## config.mk

```make
export PLATFORM = sky130hd
export DESIGN_NAME = bk_seq_arb_flat
export DESIGN_NICKNAME = d
export VERILOG_FILES = /design/src/rtl/bk_seq_pkg.sv /design/src/rtl/bk_seq_arb_if.sv /design/src/rtl/bk_seq_arb_bk_16.sv /design/src/rtl/bk_seq_arb_rr_arb.sv /design/src/rtl/bk_seq_arb.sv /design/src/flat_wrapper.sv
export SDC_FILE = /design/constraint.sdc
export NUM_CORES = 1
export LEC_CHECK = 0
export BUFFER_PORTS_ARGS = -buffer_cell sky130_fd_sc_hd__buf_2
export CORE_UTILIZATION = 35
export CTS_CLUSTER_SIZE = 25
export DETAILED_ROUTE_END_ITERATION = 12
export PLACE_DENSITY = 0.68
export SETUP_SLACK_MARGIN = 0.5
export SYNTH_ARGS = -nofsm -noshare
export SYNTH_HDL_FRONTEND = slang
export SYNTH_SLANG_ARGS = --single-unit
```

## constraint.sdc

```tcl
create_clock -name clk -period 7.55 [get_ports clk]
set_input_delay 1.51 -clock clk [delete_from_list [all_inputs] [get_ports clk]]
set_output_delay 1.51 -clock clk [all_outputs]
set_load 0.01 [all_outputs]
```

## src/rtl/bk_seq_pkg.sv

```systemverilog
// Shared types and constants for the sequential multi-word Brent-Kung add/sub scheduler.
package bk_seq_pkg;

  typedef enum logic [1:0] {
    IDLE = 2'd0,
    ADD  = 2'd1,
    RESP = 2'd2
  } state_e;

  localparam int unsigned WORD_W    = 16;
  localparam int unsigned ID_W      = 2;
  localparam int unsigned MAX_WORDS = 8;
  localparam int unsigned IDX_W     = 3;

endpackage

```

## src/rtl/bk_seq_arb_if.sv

```systemverilog
// Requester/response bundle for bk_seq_arb; req_sub exists only when BK_SEQ_SUB_EN is defined.
interface bk_seq_arb_if
  import bk_seq_pkg::*;
#(
  parameter int unsigned NREQ  = 2,
  parameter int unsigned WORDS = 4
);
  localparam int unsigned W = WORD_W * WORDS;

  logic [NREQ-1:0]   req_valid;
  logic [NREQ-1:0]   req_ready;
  logic [NREQ*W-1:0] req_a;
  logic [NREQ*W-1:0] req_b;
  logic [NREQ-1:0]   req_cin;
`ifdef BK_SEQ_SUB_EN
  logic [NREQ-1:0]   req_sub;
`endif
  logic              rsp_valid;
  logic              rsp_ready;
  logic [ID_W-1:0]   rsp_id;
  logic [W-1:0]      rsp_sum;
  logic              rsp_cout;
  logic              busy;

  modport master (
    output req_valid, req_a, req_b, req_cin, rsp_ready,
`ifdef BK_SEQ_SUB_EN
    output req_sub,
`endif
    input  req_ready, rsp_valid, rsp_id, rsp_sum, rsp_cout, busy
  );

  modport slave (
    input  req_valid, req_a, req_b, req_cin, rsp_ready,
`ifdef BK_SEQ_SUB_EN
    input  req_sub,
`endif
    output req_ready, rsp_valid, rsp_id, rsp_sum, rsp_cout, busy
  );

endinterface

```

## src/rtl/bk_seq_arb_bk_16.sv

```systemverilog
// 16-bit Brent-Kung parallel-prefix adder with carry in/out (purely combinational).
module bk_16 (
  input  logic [15:0] a_i,
  input  logic [15:0] b_i,
  input  logic        ci_i,
  output logic [15:0] sum_c_o,
  output logic        cout_c_o
);

  logic [15:0] hs;
  logic [15:0] gg;
  logic [15:0] pp;

  always_comb begin
    hs    = a_i ^ b_i;
    gg    = a_i & b_i;
    pp    = hs;
    // fold carry-in into bit 0 so every prefix G includes it
    gg[0] = gg[0] | (pp[0] & ci_i);
    for (int lvl = 0; lvl < 4; lvl++) begin
      for (int i = (2 << lvl) - 1; i < 16; i += (2 << lvl)) begin
        gg[i] = gg[i] | (pp[i] & gg[i - (1 << lvl)]);
        pp[i] = pp[i] & pp[i - (1 << lvl)];
      end
    end
    for (int lvl = 2; lvl >= 0; lvl--) begin
      for (int i = 3 * (1 << lvl) - 1; i < 16; i += (2 << lvl)) begin
        gg[i] = gg[i] | (pp[i] & gg[i - (1 << lvl)]);
        pp[i] = pp[i] & pp[i - (1 << lvl)];
      end
    end
    sum_c_o  = hs ^ {gg[14:0], ci_i};
    cout_c_o = gg[15];
  end

endmodule

```

## src/rtl/bk_seq_arb_rr_arb.sv

```systemverilog
// Combinational round-robin arbiter: first valid requester at or after ptr_i wins.
module rr_arb
  import bk_seq_pkg::*;
#(
  parameter int unsigned NREQ = 2
) (
  input  logic [NREQ-1:0] valid_i,
  input  logic [ID_W-1:0] ptr_i,
  output logic [NREQ-1:0] gnt_c_o,
  output logic [ID_W-1:0] gnt_id_c_o
);

  logic        found;
  int unsigned cand;

  always_comb begin
    gnt_c_o    = '0;
    gnt_id_c_o = '0;
    found      = 1'b0;
    cand       = 0;
    for (int unsigned off = 0; off < NREQ; off++) begin
      cand = (32'(ptr_i) + off) % NREQ;
      for (int unsigned i = 0; i < NREQ; i++) begin
        if (!found && (i == cand) && valid_i[i]) begin
          found      = 1'b1;
          gnt_c_o[i] = 1'b1;
          gnt_id_c_o = ID_W'(i);
        end
      end
    end
  end

endmodule

```

## src/rtl/bk_seq_arb.sv

```systemverilog
// Round-robin multi-word add/sub scheduler sharing one bk_16 across NREQ requesters.
// Optional subtract mode enabled by defining BK_SEQ_SUB_EN.
module bk_seq_arb
  import bk_seq_pkg::*;
#(
  parameter int unsigned WORDS = 4,
  parameter int unsigned NREQ  = 2
) (
  input logic         clk,
  input logic         rst,
  bk_seq_arb_if.slave bus
);

  localparam int unsigned W = WORD_W * WORDS;

  state_e            state_q, state_d;
  logic [IDX_W-1:0]  idx_q, idx_d;
  logic              carry_q, carry_d;
  logic [ID_W-1:0]   ptr_q, ptr_d;
  logic [ID_W-1:0]   id_q, id_d;
  logic [W-1:0]      a_q, a_d;
  logic [W-1:0]      b_q, b_d;
  logic [W-1:0]      sum_q, sum_d;
  logic              rsp_valid_q;
  logic              busy_q;
`ifdef BK_SEQ_SUB_EN
  logic              sub_q, sub_d;
  logic              sub_sel;
`endif

  logic [NREQ-1:0]   gnt;
  logic [ID_W-1:0]   gnt_id;
  logic              accept;
  logic [W-1:0]      a_sel;
  logic [W-1:0]      b_sel;
  logic              cin_sel;
  logic [WORD_W-1:0] add_a;
  logic [WORD_W-1:0] b_word;
  logic [WORD_W-1:0] add_b;
  logic [WORD_W-1:0] add_s;
  logic              add_co;

  rr_arb #(.NREQ(NREQ)) u_arb (
    .valid_i    (bus.req_valid),
    .ptr_i      (ptr_q),
    .gnt_c_o    (gnt),
    .gnt_id_c_o (gnt_id)
  );

  assign bus.req_ready = ((state_q == IDLE) && !rst) ? gnt : '0;
  assign accept        = |bus.req_ready;

  // one-hot mux of the winning requester's operands
  always_comb begin
    a_sel   = '0;
    b_sel   = '0;
    cin_sel = 1'b0;
`ifdef BK_SEQ_SUB_EN
    sub_sel = 1'b0;
`endif
    for (int unsigned i = 0; i < NREQ; i++) begin
      if (bus.req_ready[i]) begin
        a_sel   = bus.req_a[i*W +: W];
        b_sel   = bus.req_b[i*W +: W];
        cin_sel = bus.req_cin[i];
`ifdef BK_SEQ_SUB_EN
        sub_sel = bus.req_sub[i];
`endif
      end
    end
  end

  // current word slice feeding the shared adder
  always_comb begin
    add_a  = '0;
    b_word = '0;
    for (int unsigned w = 0; w < WORDS; w++) begin
      if (idx_q == IDX_W'(w)) begin
        add_a  = a_q[w*WORD_W +: WORD_W];
        b_word = b_q[w*WORD_W +: WORD_W];
      end
    end
`ifdef BK_SEQ_SUB_EN
    add_b = b_word ^ {WORD_W{sub_q}};
`else
    add_b = b_word;
`endif
  end

  bk_16 u_add (
    .a_i      (add_a),
    .b_i      (add_b),
    .ci_i     (carry_q),
    .sum_c_o  (add_s),
    .cout_c_o (add_co)
  );

  always_comb begin
    state_d = state_q;
    idx_d   = idx_q;
    carry_d = carry_q;
    ptr_d   = ptr_q;
    id_d    = id_q;
    a_d     = a_q;
    b_d     = b_q;
    sum_d   = sum_q;
`ifdef BK_SEQ_SUB_EN
    sub_d   = sub_q;
`endif
    case (state_q)
      IDLE: begin
        if (accept) begin
          a_d     = a_sel;
          b_d     = b_sel;
          id_d    = gnt_id;
          idx_d   = '0;
`ifdef BK_SEQ_SUB_EN
          sub_d   = sub_sel;
          carry_d = sub_sel | cin_sel;
`else
          carry_d = cin_sel;
`endif
          ptr_d   = (gnt_id == ID_W'(NREQ - 1)) ? '0 : gnt_id + ID_W'(1);
          state_d = ADD;
        end
      end
      ADD: begin
        for (int unsigned w = 0; w < WORDS; w++) begin
          if (idx_q == IDX_W'(w)) begin
            sum_d[w*WORD_W +: WORD_W] = add_s;
          end
        end
        carry_d = add_co;
        if (idx_q == IDX_W'(WORDS - 1)) begin
          state_d = RESP;
        end else begin
          idx_d = idx_q + IDX_W'(1);
        end
      end
      RESP: begin
        if (bus.rsp_ready) begin
          state_d = IDLE;
        end
      end
      default: state_d = IDLE;
    endcase
  end

  always_ff @(posedge clk) begin
    if (rst) begin
      state_q     <= IDLE;
      idx_q       <= '0;
      carry_q     <= 1'b0;
      ptr_q       <= '0;
      id_q        <= '0;
      a_q         <= '0;
      b_q         <= '0;
      sum_q       <= '0;
      rsp_valid_q <= 1'b0;
      busy_q      <= 1'b0;
`ifdef BK_SEQ_SUB_EN
      sub_q       <= 1'b0;
`endif
    end else begin
      state_q     <= state_d;
      idx_q       <= idx_d;
      carry_q     <= carry_d;
      ptr_q       <= ptr_d;
      id_q        <= id_d;
      a_q         <= a_d;
      b_q         <= b_d;
      sum_q       <= sum_d;
      rsp_valid_q <= (state_d == RESP);
      busy_q      <= (state_d != IDLE);
`ifdef BK_SEQ_SUB_EN
      sub_q       <= sub_d;
`endif
    end
  end

  assign bus.rsp_valid = rsp_valid_q;
  assign bus.rsp_id    = id_q;
  assign bus.rsp_sum   = sum_q;
  assign bus.rsp_cout  = carry_q;
  assign bus.busy      = busy_q;

endmodule

```

## src/flat_wrapper.sv

```systemverilog
// flat-port wrapper written by rule: the top's interface ports become plain ports
module bk_seq_arb_flat import bk_seq_pkg::*;
#(
  parameter int unsigned WORDS = 4,
  parameter int unsigned NREQ  = 2
)
  (clk, rst, bus_req_valid, bus_req_a, bus_req_b, bus_req_cin, bus_rsp_ready, bus_req_ready, bus_rsp_valid, bus_rsp_id, bus_rsp_sum, bus_rsp_cout, bus_busy);
  bk_seq_arb_if #(.NREQ(NREQ), .WORDS(WORDS)) bus_i ();
  input logic clk;
  input logic rst;
  input wire logic [$bits(bus_i.req_valid)-1:0] bus_req_valid;
  input wire logic [$bits(bus_i.req_a)-1:0] bus_req_a;
  input wire logic [$bits(bus_i.req_b)-1:0] bus_req_b;
  input wire logic [$bits(bus_i.req_cin)-1:0] bus_req_cin;
  input wire logic [$bits(bus_i.rsp_ready)-1:0] bus_rsp_ready;
  output wire logic [$bits(bus_i.req_ready)-1:0] bus_req_ready;
  output wire logic [$bits(bus_i.rsp_valid)-1:0] bus_rsp_valid;
  output wire logic [$bits(bus_i.rsp_id)-1:0] bus_rsp_id;
  output wire logic [$bits(bus_i.rsp_sum)-1:0] bus_rsp_sum;
  output wire logic [$bits(bus_i.rsp_cout)-1:0] bus_rsp_cout;
  output wire logic [$bits(bus_i.busy)-1:0] bus_busy;
  assign bus_i.req_valid = bus_req_valid;
  assign bus_i.req_a = bus_req_a;
  assign bus_i.req_b = bus_req_b;
  assign bus_i.req_cin = bus_req_cin;
  assign bus_i.rsp_ready = bus_rsp_ready;
  assign bus_req_ready = bus_i.req_ready;
  assign bus_rsp_valid = bus_i.rsp_valid;
  assign bus_rsp_id = bus_i.rsp_id;
  assign bus_rsp_sum = bus_i.rsp_sum;
  assign bus_rsp_cout = bus_i.rsp_cout;
  assign bus_busy = bus_i.busy;
  bk_seq_arb #(.WORDS(WORDS), .NREQ(NREQ)) u_core (.clk(clk), .rst(rst), .bus(bus_i));
endmodule
```

==> impl_metrics.env <==
export IMPL_finClkSkew_ns=0.0325
export IMPL_syn_area_per_cell_um2=8.22
export IMPL_syn_nets=1394
export IMPL_fin_setup_tns_ns=0
export IMPL_die_h_um=163
export IMPL_grt_pass1_vias=8205
export IMPL_final_cell_mix="buf_2, nand2_1, dfxtp_1"
export IMPL_start_kind="flip-flop"
export IMPL_h_tree_depth=1
export IMPL_slew_limit_headroom_pct=15.9
export IMPL_stdcell_area_mm2=0.0115
export IMPL_die_x_um=163
export IMPL_cts_hold_buf=0
export IMPL_report_final_setup_viol=0
export IMPL_dr_pass1_iters=5
export IMPL_clockBufferDepth=3
export IMPL_crit_slowest_cell="nor2b_2"
export IMPL_start_util_pct=35.8
export IMPL_core_area_mm2=0.0253
export IMPL_stdcell_count=1708
export IMPL_hold_violations=0
export IMPL_ant_nets=0
export IMPL_min_period_ns=4.91
export IMPL_layout_commonest_cell="buf_2"
export IMPL_port_buffers=332
export IMPL_crit_fanout=34
export IMPL_crit_type="reg2reg"
export IMPL_worst_pin_slew_ns=1.26
export IMPL_pin_count=334
export IMPL_critPathCaptureType="flip-flop"
export IMPL_root_buffer="clkbuf_16"
export IMPL_clk_pin_slew_ns=0.06
export IMPL_grt_ovfl_total=0
export IMPL_antenna_cells=0
export IMPL_place_gp_congestion=0.937
export IMPL_max_cap_violations=0
export IMPL_rr_worst_depth=15
export IMPL_min_path_cells=2
export IMPL_ys_seq_area_share_pct=44.6
export IMPL_via_per_inst=5.28
export IMPL_seq_area_mm2=0.00404
export IMPL_fin_crit_sh_pct=65.1
export IMPL_cts_buffers=22
export IMPL_dpl_cell_area_mm2=0.0108
export IMPL_post_cts_buffers=0
export IMPL_antenna_found_initial=0
export IMPL_ys_types=39
export IMPL_syn_to_final_growth_pct=27.2
export IMPL_worstPathArrival_ns=5.34
export IMPL_irDropWorstVdd_v=0.000175
export IMPL_max_freq_ghz=0.203
export IMPL_row_count=58
export IMPL_clock_sinks=202
export IMPL_drive_gt1_share_pct=28.1
export IMPL_drc=0
export IMPL_outcome="finished clean"
export IMPL_num_nets_final=1654
export IMPL_rsz0062_at_grt="false"
export IMPL_grt_total_usage_pct=21.8
export IMPL_leakagePower_nw=4.75
export IMPL_place_hpwl_um=22400
export IMPL_multi_input_area_mm2=0.00460
export IMPL_slowest_delay_ns=1.00
export IMPL_crit_chain="ha_1 -> nor2b_2 -> a221o_1 -> o21ai_0 -> o21ai_0 -> fa_1 -> fa_1 -> a21oi_1 -> o21ai_0 -> a21oi_1 -> o21a_1 -> fa_1 -> xnor2_1 -> nand2_1 -> a21oi_1"
export IMPL_num_vias=9023
export IMPL_critPathRequiredTime_ns=7.98
export IMPL_clock_latency_ns=0.52
export IMPL_yosysWarnings=0
export IMPL_grt_max_degree=133
export IMPL_grt_pass1_wl_um=44900
export IMPL_tritoncts="done"
export IMPL_postCtsResizedCells=0
export IMPL_die_area_mm2=0.0265
export IMPL_drt_iter0_drc=832
export IMPL_min_path_type="reg2reg"
export IMPL_syn_inst=1103
export IMPL_post_drt_wl_per_cell_um=17.4
export IMPL_totalWireLength_um=29700
export IMPL_syn_area_mm2=0.00906
export IMPL_placedCellCount=1669
export IMPL_num_fill_cells=2522
export IMPL_ys_seq_elements=202
export IMPL_finalMaxSlewViolations=0
export IMPL_power_density_mw_per_mm2=230
-- kinds of logic after synthesis --
logic type / share of synthesized area (%)
AO/OA/AOI/OAI: 31.4
buffers and inverters: 5.02
adder cells (fa/ha/maj): 4.61
AND/OR/NAND/NOR: 13.7
flip-flops: 44.6
XOR/XNOR: 0.676
other: 0.0414
-- per-stage QoR --
step                      power, mW  setup slack [ns]  util [%]  hold slack (ns)
after floorplan                1.43              3.54         -            0.433
after global routing           2.76              2.09      45.5            0.471
after global placement         1.60              2.89      42.7            0.440
final                          2.65              2.64      45.5            0.449
after detailed placement       1.61              2.70      42.7            0.445
after CTS                      2.67              2.66      45.5            0.453
-- Yosys cell counts --
master     count  area share, %
o21ai_0       46            2.5
a211oi_1      28            2.3
nor2_1        47            1.9
conb_1         1          0.041
xnor2_1        7           0.68
a21o_1        14            1.2
nand3_1        3           0.17
nor3_2         1           0.11
nand2b_1       6           0.41
o21bai_1       3           0.25
buf_4          2           0.17
inv_1          7           0.29
a22oi_1      129             11
and3_1         2           0.14
o221ai_1       1          0.097
nand2_1      231            9.6
o21ba_2        1           0.11
or3b_2         1          0.097
a31oi_1        2           0.14
a221o_1       22            2.4
a221oi_1      10           0.97
and2_1         2           0.14
a21oi_1      184             10
clkbuf_1      69            2.9
or4b_1         1           0.11
dfxtp_1      202             45
nand4_1        1          0.069
o21a_1         1          0.083
a221oi_2       1           0.17
a2111oi_0      1          0.097
nor2b_1        3           0.21
buf_2         28            1.5
ha_1          19            2.6
fa_1           9            2.0
buf_1          4           0.17
nand3b_1       1          0.083
o41ai_1        1          0.097
o32ai_1        1          0.097
nor3_1        11           0.61
-- worst max-delay path: cells and delay by family, from the launching register on --
family / cells / cell delay, ns
XOR/XNOR: 1 / 0.33
adder cells (fa/ha/maj): 4 / 1.12
AND/OR/NAND/NOR: 2 / 1.09
flip-flops: 1 / 0.40
AO/OA/AOI/OAI: 8 / 1.88
-- metal layers --
layer	global-route usage [%]	part of all wire (%)	vias up
met3	3.21	6.9	40
li1	-	-	4483
met2	36.6	47	361
met5	0	0	-
met4	4.80	1.9	0
met1	29.3	44	4139
-- final timing paths --
path	startpoint	end	slack [ns]
max	u_core.idx_q[0]	u_core.bus.rsp_sum[15]	2.64
min	u_core.bus.rsp_sum[49]	u_core.bus.rsp_sum[49]	0.45
max reg2reg	u_core.idx_q[0]	u_core.bus.rsp_sum[15]	2.64
min reg2reg	u_core.bus.rsp_sum[49]	u_core.bus.rsp_sum[49]	0.45
-- where the power goes --
group,internal [mW],leakage [nW],switching [mW]
Clock,0.625,0.354,0.432
Sequential,1.13,1.65,0.0394
Combinational,0.168,2.75,0.256
-- sequential cells by signal, summed over array words and instances (netlist names) --
name / count
u_core.a_q: 64
u_core.b_q: 64
u_core.bus.busy: 1
u_core.bus.rsp_cout: 1
u_core.bus.rsp_id: 1
u_core.bus.rsp_sum: 64
u_core.bus.rsp_valid: 1
u_core.idx_q: 3
u_core.ptr_q: 1
u_core.state_q: 2
-- final cells by class --
| cell class | count | area share (%) |
|---|---|---|
| Tap cell | 330 | 3.58 |
| Inverter | 7 | 0.228 |
| Multi-Input combinational cell | 791 | 39.9 |
| Timing Repair Buffer | 339 | 14.9 |
| Clock inverter | 5 | 0.358 |
| Clock buffer | 34 | 5.95 |
| Sequential cell | 202 | 35.1 |
(Power assumes the default switching activity.)
